[src/rtl/cpu_mem_pkg.sv]
// rtl/cpu_mem_pkg.sv - memory-op encodings, access-size helpers and FSM state type for mem_stage
package cpu_mem_pkg;

  typedef enum logic [3:0] {
    MEM_NONE = 4'd0,
    MEM_LB   = 4'd1,
    MEM_LH   = 4'd2,
    MEM_LW   = 4'd3,
    MEM_LBU  = 4'd4,
    MEM_LHU  = 4'd5,
    MEM_SB   = 4'd6,
    MEM_SH   = 4'd7,
    MEM_SW   = 4'd8
  } mem_op_e;

  typedef enum logic {
    ST_IDLE = 1'b0,
    ST_BUSY = 1'b1
  } mem_state_e;

  localparam logic [1:0] SZ_BYTE = 2'd0;
  localparam logic [1:0] SZ_HALF = 2'd1;
  localparam logic [1:0] SZ_WORD = 2'd2;

  // Codes 9-15 fall through both predicates, so they behave as MEM_NONE.
  function automatic logic is_load(input logic [3:0] op);
    return (op == MEM_LB) || (op == MEM_LH) || (op == MEM_LW) ||
           (op == MEM_LBU) || (op == MEM_LHU);
  endfunction

  function automatic logic is_store(input logic [3:0] op);
    return (op == MEM_SB) || (op == MEM_SH) || (op == MEM_SW);
  endfunction

  function automatic logic [1:0] op_size(input logic [3:0] op);
    logic [1:0] sz;
    case (op)
      MEM_LB, MEM_LBU, MEM_SB: sz = SZ_BYTE;
      MEM_LH, MEM_LHU, MEM_SH: sz = SZ_HALF;
      default:                 sz = SZ_WORD;
    endcase
    return sz;
  endfunction

  function automatic logic is_misaligned(input logic [3:0] op, input logic [1:0] lo);
    logic m;
    case (op_size(op))
      SZ_HALF: m = lo[0];
      SZ_WORD: m = (lo != 2'b00);
      default: m = 1'b0;
    endcase
    return m;
  endfunction

  // Clears the low address bits below the access size (natural alignment).
  function automatic logic [1:0] align_lo(input logic [3:0] op, input logic [1:0] lo);
    logic [1:0] a;
    case (op_size(op))
      SZ_HALF: a = {lo[1], 1'b0};
      SZ_WORD: a = 2'b00;
      default: a = lo;
    endcase
    return a;
  endfunction

endpackage

[src/rtl/load_align.sv]
// rtl/load_align.sv - selects the addressed byte/half of a load word and sign- or zero-extends it
module load_align
  import cpu_mem_pkg::*;
(
  input  logic [31:0] i_rdata,
  input  logic [1:0]  i_addr_lo,
  input  logic [3:0]  i_op,
  output logic [31:0] o_data
);

  logic [7:0]  w_byte;
  logic [15:0] w_half;

  always_comb begin
    w_byte = i_rdata[7:0];
    case (i_addr_lo)
      2'd1:    w_byte = i_rdata[15:8];
      2'd2:    w_byte = i_rdata[23:16];
      2'd3:    w_byte = i_rdata[31:24];
      default: w_byte = i_rdata[7:0];
    endcase
    w_half = i_addr_lo[1] ? i_rdata[31:16] : i_rdata[15:0];

    o_data = i_rdata;
    case (i_op)
      MEM_LB:  o_data = {{24{w_byte[7]}}, w_byte};
      MEM_LBU: o_data = {24'h000000, w_byte};
      MEM_LH:  o_data = {{16{w_half[15]}}, w_half};
      MEM_LHU: o_data = {16'h0000, w_half};
      default: o_data = i_rdata;
    endcase
  end

endmodule

[src/rtl/mem_stage.sv]
// rtl/mem_stage.sv - memory-access stage: byte/half/word loads and stores over a valid/ready bus
// Define MEM_MISALIGN_TRAP_EN to trap misaligned accesses instead of forcing natural alignment.
module mem_stage
  import cpu_mem_pkg::*;
#(
  parameter int ADDR_W = 32,
  parameter int DATA_W = 32
) (
  input  logic              clk,
  input  logic              rst,
  input  logic              rd_we_i,
  input  logic [4:0]        rd_addr_i,
  input  logic [DATA_W-1:0] rd_data_i,
  input  logic [3:0]        mem_op_i,
  input  logic [DATA_W-1:0] st_data_i,
  output logic              stall_o,
  output logic              dbus_valid,
  output logic              dbus_we,
  output logic [ADDR_W-1:0] dbus_addr,
  output logic [3:0]        dbus_wstrb,
  output logic [DATA_W-1:0] dbus_wdata,
  input  logic              dbus_ready,
  input  logic [DATA_W-1:0] dbus_rdata,
  output logic              rd_we,
  output logic [4:0]        rd_addr,
  output logic [DATA_W-1:0] rd_data,
  output logic              misalign_o
);

  mem_state_e r_state;
  mem_state_e w_state_nxt;

  logic              r_dbus_valid;
  logic              r_dbus_we;
  logic [ADDR_W-1:0] r_dbus_addr;
  logic [3:0]        r_dbus_wstrb;
  logic [DATA_W-1:0] r_dbus_wdata;
  logic              r_rd_we;
  logic [4:0]        r_rd_addr;
  logic [DATA_W-1:0] r_rd_data;
  logic              r_misalign;
  logic [3:0]        r_op;
  logic [1:0]        r_addr_lo;
  logic [4:0]        r_acc_rd;

  logic              w_is_load;
  logic              w_is_store;
  logic              w_misalign;
  logic              w_issue;
  logic              w_stall;
  logic [1:0]        w_lo_eff;
  logic [3:0]        w_wstrb;
  logic [DATA_W-1:0] w_wdata;
  logic [DATA_W-1:0] w_load_data;

  assign w_is_load  = is_load(mem_op_i);
  assign w_is_store = is_store(mem_op_i);
  assign w_lo_eff   = align_lo(mem_op_i, rd_data_i[1:0]);

`ifdef MEM_MISALIGN_TRAP_EN
  assign w_misalign = (w_is_load | w_is_store) & is_misaligned(mem_op_i, rd_data_i[1:0]);
`else
  assign w_misalign = 1'b0;
`endif

  assign w_issue = (w_is_load | w_is_store) & ~w_misalign;

  // Store lane steering; loads drive no strobes.
  always_comb begin
    w_wstrb = 4'b0000;
    w_wdata = st_data_i;
    case (op_size(mem_op_i))
      SZ_BYTE: begin
        w_wstrb = 4'b0001 << w_lo_eff;
        w_wdata = {4{st_data_i[7:0]}};
      end
      SZ_HALF: begin
        w_wstrb = w_lo_eff[1] ? 4'b1100 : 4'b0011;
        w_wdata = {2{st_data_i[15:0]}};
      end
      default: begin
        w_wstrb = 4'b1111;
        w_wdata = st_data_i;
      end
    endcase
    if (!w_is_store) begin
      w_wstrb = 4'b0000;
    end
  end

  load_align u_load_align (
    .i_rdata   (dbus_rdata),
    .i_addr_lo (r_addr_lo),
    .i_op      (r_op),
    .o_data    (w_load_data)
  );

  always_ff @(posedge clk) begin
    if (rst) begin
      r_state <= ST_IDLE;
    end else begin
      r_state <= w_state_nxt;
    end
  end

  always_comb begin
    w_state_nxt = r_state;
    w_stall     = 1'b0;
    case (r_state)
      ST_IDLE: begin
        if (w_issue) begin
          w_stall     = 1'b1;
          w_state_nxt = ST_BUSY;
        end
      end
      ST_BUSY: begin
        if (dbus_ready) begin
          w_state_nxt = ST_IDLE;
        end else begin
          w_stall = 1'b1;
        end
      end
      default: w_state_nxt = ST_IDLE;
    endcase
  end

  // Reset masks the stall so upstream sees a quiet stage while rst is held.
  assign stall_o = w_stall & ~rst;

  always_ff @(posedge clk) begin
    if (rst) begin
      r_dbus_valid <= 1'b0;
      r_dbus_we    <= 1'b0;
      r_dbus_addr  <= '0;
      r_dbus_wstrb <= 4'b0000;
      r_dbus_wdata <= '0;
      r_rd_we      <= 1'b0;
      r_rd_addr    <= 5'd0;
      r_rd_data    <= '0;
      r_misalign   <= 1'b0;
      r_op         <= MEM_NONE;
      r_addr_lo    <= 2'b00;
      r_acc_rd     <= 5'd0;
    end else begin
      case (r_state)
        ST_IDLE: begin
          r_misalign <= w_misalign;
          if (w_issue) begin
            r_dbus_valid <= 1'b1;
            r_dbus_we    <= w_is_store;
            r_dbus_addr  <= {rd_data_i[ADDR_W-1:2], 2'b00};
            r_dbus_wstrb <= w_wstrb;
            r_dbus_wdata <= w_wdata;
            r_op         <= mem_op_i;
            r_addr_lo    <= w_lo_eff;
            r_acc_rd     <= rd_addr_i;
            r_rd_we      <= 1'b0;
          end else if (w_misalign) begin
            r_rd_we <= 1'b0;
          end else begin
            r_rd_we   <= rd_we_i & (rd_addr_i != 5'd0);
            r_rd_addr <= rd_addr_i;
            r_rd_data <= rd_data_i;
          end
        end
        ST_BUSY: begin
          r_misalign <= 1'b0;
          if (dbus_ready) begin
            r_dbus_valid <= 1'b0;
            r_dbus_we    <= 1'b0;
            r_dbus_wstrb <= 4'b0000;
            if (is_load(r_op)) begin
              r_rd_we   <= (r_acc_rd != 5'd0);
              r_rd_addr <= r_acc_rd;
              r_rd_data <= w_load_data;
            end else begin
              r_rd_we <= 1'b0;
            end
          end
        end
        default: r_dbus_valid <= 1'b0;
      endcase
    end
  end

  assign dbus_valid = r_dbus_valid;
  assign dbus_we    = r_dbus_we;
  assign dbus_addr  = r_dbus_addr;
  assign dbus_wstrb = r_dbus_wstrb;
  assign dbus_wdata = r_dbus_wdata;
  assign rd_we      = r_rd_we;
  assign rd_addr    = r_rd_addr;
  assign rd_data    = r_rd_data;
  assign misalign_o = r_misalign;

endmodule

[config.mk]
export PLATFORM = sky130hd
export DESIGN_NAME = mem_stage
export DESIGN_NICKNAME = d
export VERILOG_FILES = /design/src/rtl/cpu_mem_pkg.sv /design/src/rtl/load_align.sv /design/src/rtl/mem_stage.sv
export SDC_FILE = /design/constraint.sdc
export NUM_CORES = 1
export LEC_CHECK = 0
export ABC_AREA = 1
export CORE_MARGIN = 2
export CORE_UTILIZATION = 40
export DETAILED_ROUTE_END_ITERATION = 10
export PLACE_DENSITY = 0.74
export SLEW_MARGIN = 20
export SYNTH_ARGS = -nofsm -noshare
export SYNTH_HDL_FRONTEND = slang
export SYNTH_SLANG_ARGS = --single-unit
[constraint.sdc]
create_clock -name clk -period 3.67 [get_ports clk]
set_input_delay 0.367 -clock clk [delete_from_list [all_inputs] [get_ports clk]]
set_output_delay 0.367 -clock clk [all_outputs]
set_load 0.02 [all_outputs]
* Word level (Yosys, flattened, before mapping) *
Index checks and enable logic that the tools add are counted.

word-level totals
  memory bits (read-only) = 0
  flip-flop bits (word level) = 118
  output and inout bits = 110
  bits in latches = 0
  memory bits (writable) = 0
  memories kept = 0
  input bits = 109

operators by class
  shift-type cells = 1
  $lt $le $gt $ge = 0
  multiply operators = 0
  divide/modulo/power cells = 0
  reduce and logical (&&, ||, !) cells = 18
  equality and inequality tests = 22
  add/subtract/negate cells = 0
  multiplexer cells = 32
  bitwise operators = 5

operators by type and width
  operator                                              count
  case mux 32 bit (2 select lines)                      2
  case mux 32 bit (4 select lines)                      1
  two-way mux 32 bit                                    3
  equality test 4 x 3 -> 1 bit (second input constant)  6
  case mux 8 bit (3 select lines)                       1
  equality test 4 x 2 -> 1 bit (second input constant)  4
  two-way mux 16 bit                                    1
  two-way mux 4 bit                                     4
  case mux 4 bit (2 select lines)                       2
  two-way mux 5 bit                                     3
  logical OR 1 bit                                      10
  case mux 5 bit (2 select lines)                       1
  nonzero test 5 bit                                    2
  equality test 4 x 1 -> 1 bit (second input constant)  2
  two-way mux 1 bit                                     8
  case mux 1 bit (2 select lines)                       4
  case mux 2 bit (2 select lines)                       2
  equality test 2 bit (second input constant)           3
  inequality test 2 bit (second input constant)         3
  OR reduction 3 bit                                    2
  equality test 2 x 1 -> 1 bit (second input constant)  2
  equality test 4 bit (second input constant)           1
  AND reduction 2 bit                                   2
  left shift 1 x 2 -> 4 bit (first input constant)      1
  other kinds (6)                                       8

* Depth between registers and ports, before layout *
  word-level depth = 10
  depth in mapped cells = 10
  gate-level depth less buffers = 10

* Cells and area by module *
Synthesis repeated with hierarchy kept, for this count alone.

unflattened totals
  cell total of the unflattened synthesis = 953
  area, all modules = 6059.6 um2

modules (own cells, without submodules)
  module      area each (um2)  cells each  instances
  mem_stage   5180.0           755         1
  load_align  879.6            198         1

* Worst setup path after synthesis *
Ideal clock, no wire load.

  path kind = input port to output port
  start = in rst
  end = out stall_o
  required time = 3.303 ns
  stages on the path = 5
  arrival = 1.316 ns
  path buffers = 3
  setup slack = 1.987 ns
  cells stage by stage = clkbuf_1 > inv_1 > buf_2 > buf_1 > o21a_1

on the way
  cells in the longest elaborated chain, start to end = 2

RTL lines
  what                line              text
  start: declaration  mem_stage.sv:10   input logic rst,
  inverter 1 bit      mem_stage.sv:128  assign stall_o = w_stall & ~rst;
  bitwise AND 1 bit   mem_stage.sv:128
  end: declaration    mem_stage.sv:16   output logic stall_o,

No other way between the ends.

* Worst setup path in the final report *
  start = in mem_op_i[0]
  end = out stall_o

on the way
  cells in the longest elaborated chain, start to end = 9

RTL lines
  what                                                                          line               text
  start: declaration                                                            mem_stage.sv:14    input logic [3:0] mem_op_i,
  equality test 4 x 1 -> 1 bit or equality test 4 x 2 -> 1 bit (tied branches)  cpu_mem_pkg.sv:27  return (op == MEM_LB) || (op == MEM_LH) || (op == MEM_LW) ||
  logical OR 1 bit (3 in a row)                                                 cpu_mem_pkg.sv:27
  logical OR 1 bit                                                              cpu_mem_pkg.sv:28  (op == MEM_LBU) || (op == MEM_LHU);
  OR 1 bit *                                                                    mem_stage.sv:66    assign w_issue = (w_is_load | w_is_store) & ~w_misalign;
  two-way mux 1 bit *                                                           mem_stage.sv:111   if (w_issue) begin
  case mux 1 bit (2 select lines) *                                             mem_stage.sv:109   case (r_state)
  bitwise AND 1 bit *                                                           mem_stage.sv:128

Mark *: on every way between the ends. The rest lies on a longest branch, timed or not.

==> results summary <==
The die outline width is 125 um. The logic gate share of total power came out at ~25%. In this run the critical register-to-register path is launched from r_state$_SDFF_PP0_. The portion of synthesized cell area occupied by the leading cell type is between 40 and 50%. The detail route stage leaves a number of antenna-violating nets equal to 0. The mux share of post-synthesis cell area is 0%. The critical path in this run is classified as primary input to primary output.

The proportion of synthesized chip area in sequential cells is roughly two fifths. Counting flops with a built-in enable in the synthesized netlist gives 0. The residual overflow from global routing came out at 0.

The worst setup path is captured at a primary output. The number of standard-cell rows in the floorplan is 44. The clock period minus final worst setup slack came out at 2.74 ns. The number of hold violations in the final report is 0. The switching portion of total power came out at between 20% and 30%. The number of placed instances, taps included came out at 1204. The slowest stage of the critical path is the sky130_fd_sc_hd__clkdlybuf4s50_1 cell. The cell count along the critical path came out at 8.

The maximum level of the CTS H-tree came out at 4. The path type of the worst min-delay path is flip-flop to flip-flop. The register-to-register setup slack is 1.39 ns. The chip height is around 120 um.

The power share of the clock group came out at between 40% and 50%. The first TritonRoute pass finished after 5 iterations. Pin placement for this block handled between 200 and 250 I/O pins.

The total routed wirelength is 19400 um. The commonest cells after synthesis are sky130_fd_sc_hd__nand2_1 (282), sky130_fd_sc_hd__a21oi_1 (143), sky130_fd_sc_hd__dfxtp_1 (118), sky130_fd_sc_hd__nand3_1 (59), sky130_fd_sc_hd__inv_1 (38). The later-pin clock latency in the skew report is 0.42 ns. STA classifies the critical path startpoint as a primary input. The clock drives about 120 sinks.

By area, the combinational part of the netlist is dominated by simple AND/OR/NAND/NOR gates. The count of unresolved DRC violations after routing came out at 0. The area overhead of the layout relative to synthesis came out at 46.6%.

The worst slew slack as a fraction of its limit is a little under half. The number of warnings reported in the yosys synthesis log came out at 0. The worst hold path begins at dbus_addr[10]$_SDFFE_PP0P_. The fraction of layout instances using a drive strength above 1 came out at 7.42%. The maximum number of pins on one net before global-route repair came out at 80. The global routing usage summed across all routing layers is 25.1%. The number of slew-limit violations in the final report is 0. The total die area is approximately 16000 sq um. Sequential cells account for about a third of the total power. Tracing the worst setup path back leads to its startpoint at mem_op_i[0]. The worst setup margin came out at between 0.9 and 1 ns.

The worst-case reg-to-reg path depth came out at 8. The post-route non-filler standard cell count is ~1200. Once the floorplan was initialized, standard cells occupied 40.5% of the core. The data arrival time of the worst path is 2.38 ns.

The number of instances in the synthesized netlist came out at about 850. The cell area that synthesis handed to floorplanning was a little under 6000 sq um. Across the VDD grid, the largest voltage drop is 0.000293 V. The sum of negative setup slack is 0 ns. The detailed placement HPWL came out at ~13000 um.

The antenna diode count came out at 0. The switching component of the power came out at 1280 uW. The top fanout value on the critical path is 12. By instance count, the leading cell after synthesis is sky130_fd_sc_hd__nand2_1.

Summing the areas of all and, or, nand and nor instances in the mapped netlist gives about 28% of the synthesized area. The core region is 14400 sq um. The number of buffers and inverters on the critical path is 3. The critical path goes through clkdlybuf4s50_1 > nor2_2 > nand2_1 > nand2_1 > nand3_2 > inv_2 > o21a_1 > clkdlybuf4s50_1.

The tool flagged a number of max-cap violations equal to 0. Sorting the synthesized cells by area gives the leading types as sky130_fd_sc_hd__dfxtp_1 (40%), sky130_fd_sc_hd__nand2_1 (18%), sky130_fd_sc_hd__a21oi_1 (12%), sky130_fd_sc_hd__nand3_1 (5.1%), sky130_fd_sc_hd__o21ai_0 (2.7%). The net count of the finished layout is roughly 1100. The number of buffers inserted during clock tree synthesis came out at 17. The via count of the first global-routing pass came out at 6120.

Setup repair after global routing left no endpoint under its margin. The total of cells resized after clock tree synthesis is 0. The setup slack after placement is 0.839 ns. The async set-or-reset flop fraction in the synthesized netlist is 0%. The static leakage power came out at 0.00355 uW. Following the worst setup path forward leads to its endpoint at stall_o.

The register bit count reported by yosys is between 100 and 150. The xor and xnor fraction of the mapped netlist area came out at 0%. The transition time of the tightest slew-check pin is 0.825 ns. Clock tree synthesis selected as its root buffer the cell sky130_fd_sc_hd__clkbuf_16.

The worst path required time is 3.30 ns. The total of endpoints with negative setup slack in the final report came out at 0. The count of hold-fix buffers inserted at cts is 0. The first global-routing pass estimated 31400 um of wire. The largest delay contributor family on the critical path is buffers and inverters. The deepest clock path buffer count came out at 2.

The clock edge transition at the registers on the reported setup and hold paths came out at 0.05 ns. The count of different cell masters after synthesis is 34. In the final routed layout, each cell accounts on average for 15.7 um. The per-cell via count in the routed design is 5.11. In this run the mean area of a mapped cell was 6.86 sq um. The biggest area contributor in the post-synthesis netlist is sky130_fd_sc_hd__dfxtp_1. The initial antenna violation count was 0. In this run the tool buffered the top-level ports with 215 buffer cells. The largest single stage delay on the critical path is about 0.69 ns. The most used flip-flop cell after synthesis is sky130_fd_sc_hd__dfxtp_1. In this run the critical register-to-register path is captured at dbus_wstrb[3]$_SDFFE_PP0P_. The power density over the cells came out at 505 nW/um^2. The final setup skew came out at 0.0106 ns. The run finished with clean final reports. The synthesized netlist devotes 0% of its cell area to adder and majority cells.

The vias after detailed routing is 6317. The compound-cell area share of the yosys netlist is 22.3%. Timing would allow up to 0.365 GHz. The detailed router's first-iteration violation count came out at 471.

Routability-driven placement finished with a final weighted congestion of 0.828. TritonCTS built the clock tree. Cell internal power was estimated by the tool at ~3000 uW. Post-CTS timing repair inserted 0 buffers for setup. The final clock period utilization by the worst path is 74.7%.
cell families after synthesis:
kind of cell | after synthesis
and+or+nand+nor | 389
AOI/OAI and AO/OA | 236
DFF | 118
buffers and inverters | 108
other | 1
area by class of cell:
cell class                 instances  area [sq um]
sequential                       118          2360
timing repair buffer             223          2210
multi-input combinational        628          2950
fill                            1349          5860
clock buffer                      23           478
tap                              184           230
clock inverter                     8           146
inverter                          51           191
worst min path at each step:
stage	cells past startpoint	endpoint	slack [ns]
finish	2	dbus_addr[10]$_SDFFE_PP0P_	0.46
floorplan	2	r_acc_rd[0]$_SDFFE_PP0P_	0.44
global placement	2	dbus_wdata[7]$_SDFFE_PP0P_	0.45
detailed placement	2	dbus_wdata[6]$_SDFFE_PP0P_	0.45
CTS	2	dbus_wdata[6]$_SDFFE_PP0P_	0.46
global route	2	dbus_addr[12]$_SDFFE_PP0P_	0.49
flip-flops by register name (all words and copies together) (netlist names):
register,cells
dbus_addr,30
dbus_valid,1
dbus_wdata,32
dbus_we,1
dbus_wstrb,4
r_acc_rd,5
r_addr_lo,2
r_op,4
r_state,1
rd_addr,5
rd_data,32
rd_we,1
per-layer routing:
layer | vias to the layer above | GRT usage [%] | wire length [um] | part of all wire, %
li1 | 3179 | - | - | -
met5 | - | 0 | 0 | 0
met4 | 0 | 6.08 | 210 | 1.1
met1 | 2866 | 32.5 | 8570 | 44
met2 | 253 | 41.1 | 9060 | 47
met3 | 19 | 7.39 | 1540 | 8.0
stage by stage:
step                hold slack [ns]  cell area [sq um]  power (uW)  utilization, %
floorplan                     0.445               5850        2130               -
global placement              0.450               7940        2570            55.0
detailed placement            0.454               7940        2570            55.0
CTS                           0.463               8560        4350            59.4
global route                  0.487               8560        4530            59.4
finish                        0.460               8560        4330            59.4
power by group through the flow:
stage	combinational [uW]	sequential [uW]	clock (uW)
floorplan	510	1620	0
global placement	1070	1500	0
detailed placement	1070	1500	0
CTS	1080	1470	1800
global route	1180	1490	1860
finish	1080	1470	1770
worst register-to-register path, stage by stage (launching register included):
cell,delay [ns]
sky130_fd_sc_hd__dfxtp_1,0.31
sky130_fd_sc_hd__inv_2,0.10
sky130_fd_sc_hd__buf_4,0.43
sky130_fd_sc_hd__nand3_2,0.17
sky130_fd_sc_hd__inv_2,0.08
sky130_fd_sc_hd__buf_4,0.64
sky130_fd_sc_hd__nor2_1,0.23
sky130_fd_sc_hd__nand2_1,0.12
sky130_fd_sc_hd__a21oi_1,0.07
cell usage in the layout, fill, tap and decap left out, types with 2 or more instances in the layout:
cell                              synthesis  final
sky130_fd_sc_hd__o21a_1                  10     10
sky130_fd_sc_hd__conb_1                   1      3
sky130_fd_sc_hd__nand2_1                282    282
sky130_fd_sc_hd__clkbuf_8                 0      3
sky130_fd_sc_hd__o21ai_0                 31     31
sky130_fd_sc_hd__o21ai_1                 25     25
sky130_fd_sc_hd__a31oi_1                  9      9
sky130_fd_sc_hd__inv_2                   12     13
sky130_fd_sc_hd__inv_1                   38     37
sky130_fd_sc_hd__nor2_2                   4      4
sky130_fd_sc_hd__dfxtp_1                118    118
sky130_fd_sc_hd__clkdlybuf4s50_1          0    214
sky130_fd_sc_hd__nand3_1                 59     59
sky130_fd_sc_hd__clkbuf_1                20      3
sky130_fd_sc_hd__bufinv_16                0      4
sky130_fd_sc_hd__a21oi_1                143    143
sky130_fd_sc_hd__clkbuf_16                0     17
sky130_fd_sc_hd__or2_2                    7      7
sky130_fd_sc_hd__o211ai_1                 9      9
sky130_fd_sc_hd__nand2_2                  8      8
sky130_fd_sc_hd__clkinv_2                 0      2
sky130_fd_sc_hd__nand4_1                  2      2
sky130_fd_sc_hd__o211a_1                  3      3
sky130_fd_sc_hd__nor2_1                  21     21
sky130_fd_sc_hd__o21ai_4                  3      3
sky130_fd_sc_hd__buf_4                    7      8
(Power assumes the default switching activity.)
